--- config.mk ---
export PLATFORM = sky130hd
export DESIGN_NAME = ctrl_fsm
export DESIGN_NICKNAME = d
export VERILOG_FILES = /design/src/rtl/ctrl_fsm.sv
export SDC_FILE = /design/constraint.sdc
export NUM_CORES = 1
export LEC_CHECK = 0
export CORE_MARGIN = 5
export CORE_UTILIZATION = 40
export CTS_BUF_LIST = sky130_fd_sc_hd__clkbuf_8
export CTS_CLUSTER_DIAMETER = 50
export DETAILED_ROUTE_END_ITERATION = 8
export PLACE_DENSITY_LB_ADDON = 0.25
export SLEW_MARGIN = 20
export SYNTH_ARGS = -nofsm -noshare
export SYNTH_HDL_FRONTEND = slang
export SYNTH_SLANG_ARGS = --single-unit
--- constraint.sdc ---
create_clock -name clk -period 3.9 [get_ports clk]
set_input_delay 0.78 -clock clk [delete_from_list [all_inputs] [get_ports clk]]
set_output_delay 0.78 -clock clk [all_outputs]
set_load 0.02 [all_outputs]
--- src/rtl/ctrl_fsm.sv ---
// ctrl_fsm: multi-cycle control unit for the 16-bit core (fetch/decode/exec/mem/wb sequencing).
// Optional macro ILLEGAL_TRAP_EN: illegal opcodes halt the core instead of executing as NOP.
module ctrl_fsm #(
    parameter int XLEN        = 16,
    parameter int BUS_TIMEOUT = 255
) (
    input  logic            clk,
    input  logic            rst,
    output logic            imem_req,
    input  logic            imem_ack,
    input  logic [15:0]     imem_rdata,
    output logic            dmem_req,
    output logic            dmem_we,
    input  logic            dmem_ack,
    output logic [2:0]      rd_addr,
    output logic [2:0]      rs1_addr,
    output logic [2:0]      rs2_addr,
    output logic [XLEN-1:0] imm,
    output logic [2:0]      alu_op,
    output logic            alu_src_imm,
    input  logic [3:0]      alu_flags,
    output logic            reg_we,
    output logic            wb_sel,
    output logic            pc_inc,
    output logic            pc_load,
    output logic            halted,
    output logic            bus_err,
    output logic            illegal
);
    typedef enum logic [2:0] {IDLE, FETCH, DECODE, EXEC, MEM, WB, HALT} state_t;
`ifdef ILLEGAL_TRAP_EN
    localparam bit TRAP = 1'b1;
`else
    localparam bit TRAP = 1'b0;
`endif
    localparam logic [7:0] T_LAST = 8'(BUS_TIMEOUT - 1);

    state_t      state_q, state_d;
    logic [15:0] ir_q, ir_d;
    logic [3:0]  flags_q, flags_d;
    logic [7:0]  cnt_q, cnt_d;
    logic        bus_err_q, bus_err_d;

    logic [3:0] opc;
    logic       is_alu, is_addi, is_ld, is_st, is_br, is_halt, is_ill, taken;
    logic [7:0] cond_vec;

    assign opc      = ir_q[15:12];
    assign is_alu   = opc == 4'h0;
    assign is_addi  = opc == 4'h1;
    assign is_ld    = opc == 4'h2;
    assign is_st    = opc == 4'h3;
    assign is_br    = opc == 4'h4;
    assign is_halt  = opc == 4'hF;
    assign is_ill   = !(is_alu || is_addi || is_ld || is_st || is_br || is_halt);
    // flags_q = {zero, negative, carry, overflow}; indexed by the branch condition field
    assign cond_vec = {1'b0, 1'b1, flags_q[0], flags_q[1], !flags_q[2], flags_q[2], !flags_q[3], flags_q[3]};
    assign taken    = cond_vec[ir_q[11:9]];

    // next-state, instruction latch, flag capture and bus-timeout bookkeeping
    always_comb begin
        state_d   = state_q;
        ir_d      = ir_q;
        flags_d   = flags_q;
        cnt_d     = 8'd0;
        bus_err_d = bus_err_q;
        case (state_q)
            IDLE:   state_d = FETCH;
            FETCH: begin
                if (imem_ack) begin
                    ir_d    = imem_rdata;
                    state_d = DECODE;
                end else if (cnt_q == T_LAST) begin
                    bus_err_d = 1'b1;
                    state_d   = HALT;
                end else begin
                    cnt_d = cnt_q + 8'd1;
                end
            end
            DECODE: state_d = EXEC;
            EXEC: begin
                if (is_alu || is_addi) begin
                    flags_d = alu_flags;
                    state_d = WB;
                end else if (is_ld || is_st) begin
                    state_d = MEM;
                end else if (is_halt) begin
                    state_d = HALT;
                end else begin
                    state_d = (is_ill && TRAP) ? HALT : FETCH;
                end
            end
            MEM: begin
                if (dmem_ack) begin
                    state_d = is_ld ? WB : FETCH;
                end else if (cnt_q == T_LAST) begin
                    bus_err_d = 1'b1;
                    state_d   = HALT;
                end else begin
                    cnt_d = cnt_q + 8'd1;
                end
            end
            WB:     state_d = FETCH;
            default: state_d = HALT;
        endcase
    end

    // state and datapath-control registers with synchronous reset
    always_ff @(posedge clk) begin
        if (rst) begin
            state_q   <= IDLE;
            ir_q      <= 16'h0;
            flags_q   <= 4'h0;
            cnt_q     <= 8'd0;
            bus_err_q <= 1'b0;
        end else begin
            state_q   <= state_d;
            ir_q      <= ir_d;
            flags_q   <= flags_d;
            cnt_q     <= cnt_d;
            bus_err_q <= bus_err_d;
        end
    end

    assign imem_req    = state_q == FETCH;
    assign dmem_req    = state_q == MEM;
    assign dmem_we     = dmem_req && is_st;
    assign rd_addr     = ir_q[11:9];
    assign rs1_addr    = ir_q[8:6];
    assign rs2_addr    = ir_q[5:3];
    assign imm         = is_br ? {{(XLEN-9){ir_q[8]}}, ir_q[8:0]} : {{(XLEN-6){ir_q[5]}}, ir_q[5:0]};
    assign alu_op      = ((state_q == EXEC || state_q == MEM) && is_alu) ? ir_q[2:0] : 3'd0;
    assign alu_src_imm = (state_q == EXEC || state_q == MEM) && (is_addi || is_ld || is_st);
    assign reg_we      = state_q == WB;
    assign wb_sel      = reg_we && is_ld;
    assign pc_load     = state_q == EXEC && is_br && taken;
    assign pc_inc      = reg_we || (state_q == EXEC && is_br && !taken)
                      || (dmem_req && is_st && dmem_ack) || (state_q == EXEC && is_ill && !TRAP);
    assign halted      = state_q == HALT;
    assign bus_err     = bus_err_q;
    assign illegal     = state_q == EXEC && is_ill;
endmodule

* Word-level counts from Yosys, hierarchy flattened
Index checks and enable logic that the tools add are counted.
** Cells by class
- Add/subtract/negate cells :: 1
- Order comparisons :: 1
- Eq/ne operators :: 14
- Muxes and demuxes :: 20
- Reductions and logical operators :: 32
** Operator list (count)
- $mux W3 :: 8
- $mux W8 :: 3
- $mux W16 :: 1
- $pmux W8 S2 :: 1
- $pmux W3 S5 :: 1
- $logic_or A1 B1 Y1 :: 12
- $eq A3 B3 Y1 const B :: 3
- $logic_and A1 B1 Y1 :: 9
- $add A8 B1 Y8 const B :: 1
- $eq A4 B2 Y1 const B :: 2
- $eq A8 B8 Y1 const B :: 1
- $eq A3 B2 Y1 const B :: 2
- $eq A4 B1 Y1 const B :: 1
- $eq A4 B3 Y1 const B :: 1
- $eq A4 B4 Y1 const B :: 1
- $logic_not A1 Y1 :: 4
- $logic_not A4 Y1 :: 1
- $lt A3 B4 Y1 const B :: 1
- $mux W1 :: 4
- $ne A2 B2 Y1 const B :: 2
- $reduce_and A2 Y1 :: 2
- $bmux W1 S3 :: 1
- $eq A3 B1 Y1 const B :: 1
- $logic_not A3 Y1 :: 1
- 4 further kinds :: 4
** Storage, ports and cells
- Flip-flop bits (word level) :: 32
- Input bits :: 24
- Output and inout bits :: 39
- Word-level logic and storage cells :: 73

* Logic depth before layout (Yosys ltp)
- Depth in word-level cells :: 9
- Gate-level depth with buffers :: 6
- Gate-level depth less buffers :: 5

* Worst setup path after synthesis
OpenSTA, ideal clock, no wires.
- Path kind :: register -> output
- From :: register state_q[2]
- To :: output alu_op[0]
- Arrival time :: 1758 ps
- Data required time :: 3120 ps
- Setup slack :: 1362 ps
- Cell stages (with the launch flop) :: 5
- Path buffers :: 0
- Cells stage by stage :: dfxtp_1 nor3b_1 o21ai_0 nor3_1 and2_1
** Between the ends
- Longest elaborated chain between the ends :: 4
- Elaborated cells on any way between the ends :: 5
- Those cells by class :: eq/ne: 2; mux: 1; reduce/logical: 2
** RTL lines
- from (decl) :: line 38 : state_t state_q, state_d;
- from (signal assigned) :: line 117 : state_q <= state_d;
- $eq A3 B3 Y1
- via dmem_req :: line 12 : output logic dmem_req,
- $logic_or A1 B1 Y1 :: line 132 : assign alu_op = ((state_q == EXEC || state_q == MEM) && is_alu) ? ir_q[2:0] : 3'd0;
- $logic_and A1 B1 Y1 :: line 132
- $mux W3 :: line 132
- to (decl) :: line 19 : output logic [2:0] alu_op,
The timed path passes the listed nets, and every way through them passes these cells.

* Worst setup path after layout
- From :: register state_q[2]
- To :: output alu_op[2]
** Between the ends
- Longest elaborated chain between the ends :: 4
- Elaborated cells on any way between the ends :: 5
- Those cells by class :: eq/ne: 2; mux: 1; reduce/logical: 2
** RTL lines (line)
- $eq A3 B2 Y1 or $eq A3 B3 Y1 (tied branches) :: 132
- $logic_or A1 B1 Y1 (*) :: 132
- $logic_and A1 B1 Y1 (*) :: 132
- $mux W3 (*) :: 132
Mark *: on every way between the ends. The rest lies on a longest branch, timed or not.

==> metrics.yaml <==
status: "completed"
fin_area_mm2: 0.00232
drt_iter0_markers: 33
cp_top_family: "simple AND/OR/NAND/NOR gates"
postCtsSetupBuffers: 0
ys_ff_latch: 32
layout_common_cells: "clkdlybuf4s50_1 (62), nand2_1 (43), dfxtp_1 (32), a21oi_1 (20), nor2_1 (10)"
synth_top_area_cell: "dfxtp_1"
hold_ws_ns: 0.464
tns_ns: 0
root_buffer: "clkbuf_8"
synth_edf_count: 0
p_sw_share_pct: 25.8
area.growth.synth_to_final_pct: 33.2
critPathMaxFanout: 14
rows: 24
cts_tree: "built"
die_area_mm2: 0.00578
ys.warnings.count: 0
start_util_pct: 40.6
setup_viol: 0
drive_gt1_share_pct: 7.81
grt_max_degree: 26
slew-limit-headroom_pct: 52.6
cts_hold_buf: 0
rsz0062_at_grt: "no"
core_mm2: 0.00429
io_pins: 63
cp_cell_sequence: "nor3b_1 -> o21ai_0 -> nor3_1 -> and2_1 -> clkdlybuf4s50_1"
dp_hpwl_mm: 2.88
layout_commonest_cell: "clkdlybuf4s50_1"
totalPowerFinal_w: 0.000806
cap_viol_max_count: 0
htree_num_levels: 2
period_needed_ns: 3.39
power.switching_w: 0.000208
cp_num_buf_inv: 1
vias: 1505
cts_buffers: 5
hold_viol_final: 0
netlist_area_mm2: 0.00175
crit_type: "reg2out"
ys_top_cells_by_area: "dfxtp_1 (37%), buf_4 (9.5%), nand2_1 (9.2%)"
place_inst: 300
max_freq_mhz: 295
grt_first_pass_wirelength_mm: 6.54
clkSinkCount: 32
nNetsFinal: 281
grt_pass1_vias: 1465
crit_required_ns: 3.12
grt_overflow: 0
first_pass_iters: 4
powerDensity_mw_per_mm2: 347
drv_slew: 0
ant_nets: 0
synth_ff_type: "dfxtp_1"
async_flop_share_pct: 0
instances_no_fill: 308
via_per_inst: 4.89
synth_cell_types: 42
fin_crit_sh_pct: 86.9
routedWlPerCell_um: 12.7
p_seq_share_pct: 44.6
grt_usage_pct: 13.6
yosysSeqAreaShare_pct: 36.7
crit_slowest_cell: "clkdlybuf4s50_1"
path_clk_slew_ns: 0.07
crit_path_max_incr_delay_ns: 0.60
die_h_um: 76.1
drc: 0
dpl_cell_area_mm2: 0.00222
fin_skew_ns: 0.00746
place.gp.congestion: 0.734
postSynthAreaPerCell_um2: 7.97
synthesis.nets: 245
clockPowerShare_pct: 38.3
intPower_w: 0.000598
critPathArrivalTime_ns: 2.61
tightest_slew_ns: 0.702
netlist_instances: 219
cts_buffer_depth: 2
die_width_um: 76.1
cp-start-kind: "register"
hp-class: "reg2reg"
antenna_found_initial: 0
ctsResizeCount: 0
ir_worst_vdd_mv: 0.218
combPwrFrac_pct: 17.2
crit_path_end_kind: "output pin"
synth_top_area_share_pct: 36.7
wl_mm: 3.91
insertedDiodeCount: 0
io_buffers: 62
power_leakage_nw: 0.854
insertion_delay_ns: 0.28
## worst reg2reg max path, delay by kind of cell, from the launching register on
kind	cells	cell delay [ns]
simple gates	3	1.13
compound gates	1	0.13
flops	1	0.55
## power groups by stage
stage / Combinational [W] / Clock [W] / Sequential, W
2_1_floorplan: 0.0000997 / 0 / 0.000357
3_3_place_gp: 0.000139 / 0 / 0.000366
3_5_place_dp: 0.000140 / 0 / 0.000367
4_1_cts: 0.000140 / 0.000317 / 0.000359
5_1_grt: 0.000151 / 0.000331 / 0.000362
6_report: 0.000138 / 0.000309 / 0.000360
## cell usage after synthesis, types with 3 or more instances
| cell | instances |
|---|---|
| mux2i_1 | 5 |
| and2_1 | 4 |
| xor2_1 | 5 |
| inv_1 | 3 |
| dfxtp_1 | 32 |
| and4_1 | 3 |
| a21oi_1 | 20 |
| o21ai_0 | 5 |
| nand3_1 | 4 |
| a31oi_1 | 3 |
| nand2b_1 | 5 |
| nand3b_1 | 3 |
| nor2_1 | 10 |
| buf_4 | 22 |
| clkbuf_1 | 7 |
| buf_2 | 3 |
| nand2_1 | 43 |
| nor2_2 | 8 |
## flip-flops by register name, summed over array words and instances (netlist names)
name / cells
cnt_q: 8
bus_err: 1
ir_q: 16
flags_q: 4
state_q: 3
## metal layers
metal,vias to the layer above,global-route usage (%),wire (um)
li1,797,-,-
met1,657,16.0,1780
met2,45,22.3,1780
met3,6,4.14,287
met4,0,6.82,68
met5,-,0,0
## path summary, 6_finish.rpt
check / start / end / slack, ns / cells past startpoint
max: state_q[2] / alu_op[2] / 0.51 / 5
min: ir_q[2] / ir_q[2] / 0.46 / 2
max reg2reg: state_q[2] / cnt_q[2] / 2.03 / 4
min reg2reg: ir_q[2] / ir_q[2] / 0.46 / 2
## layout make-up
class                           count  area (um2)
Fill cell                         419        1970
Inverter                            3        11.3
Sequential cell                    32         641
Tap cell                           52        65.1
Clock buffer                        5        68.8
Clock inverter                      3        38.8
Timing Repair Buffer               63         628
Multi-Input combinational cell    150         872
## metrics by stage
| stage | setup WS [ns] | util (%) |
|---|---|---|
| after floorplan | 1.36 | - |
| after global placement | 0.876 | 51.6 |
| after detailed placement | 0.854 | 51.6 |
| after CTS | 0.544 | 54.1 |
| after global routing | 0.270 | 54.1 |
| final | 0.510 | 54.1 |
## cells by family after synthesis
kind of cell	after synthesis	share of synthesized area (%)
AND/OR/NAND/NOR	100	30.2
buffers and inverters	37	13.3
AO/OA/AOI/OAI	36	11.8
flip-flops	32	36.7
XOR/XNOR	6	3.01
multiplexers	6	3.51
adder cells (fa/ha/maj)	2	1.43
(Power assumes the default switching activity.)
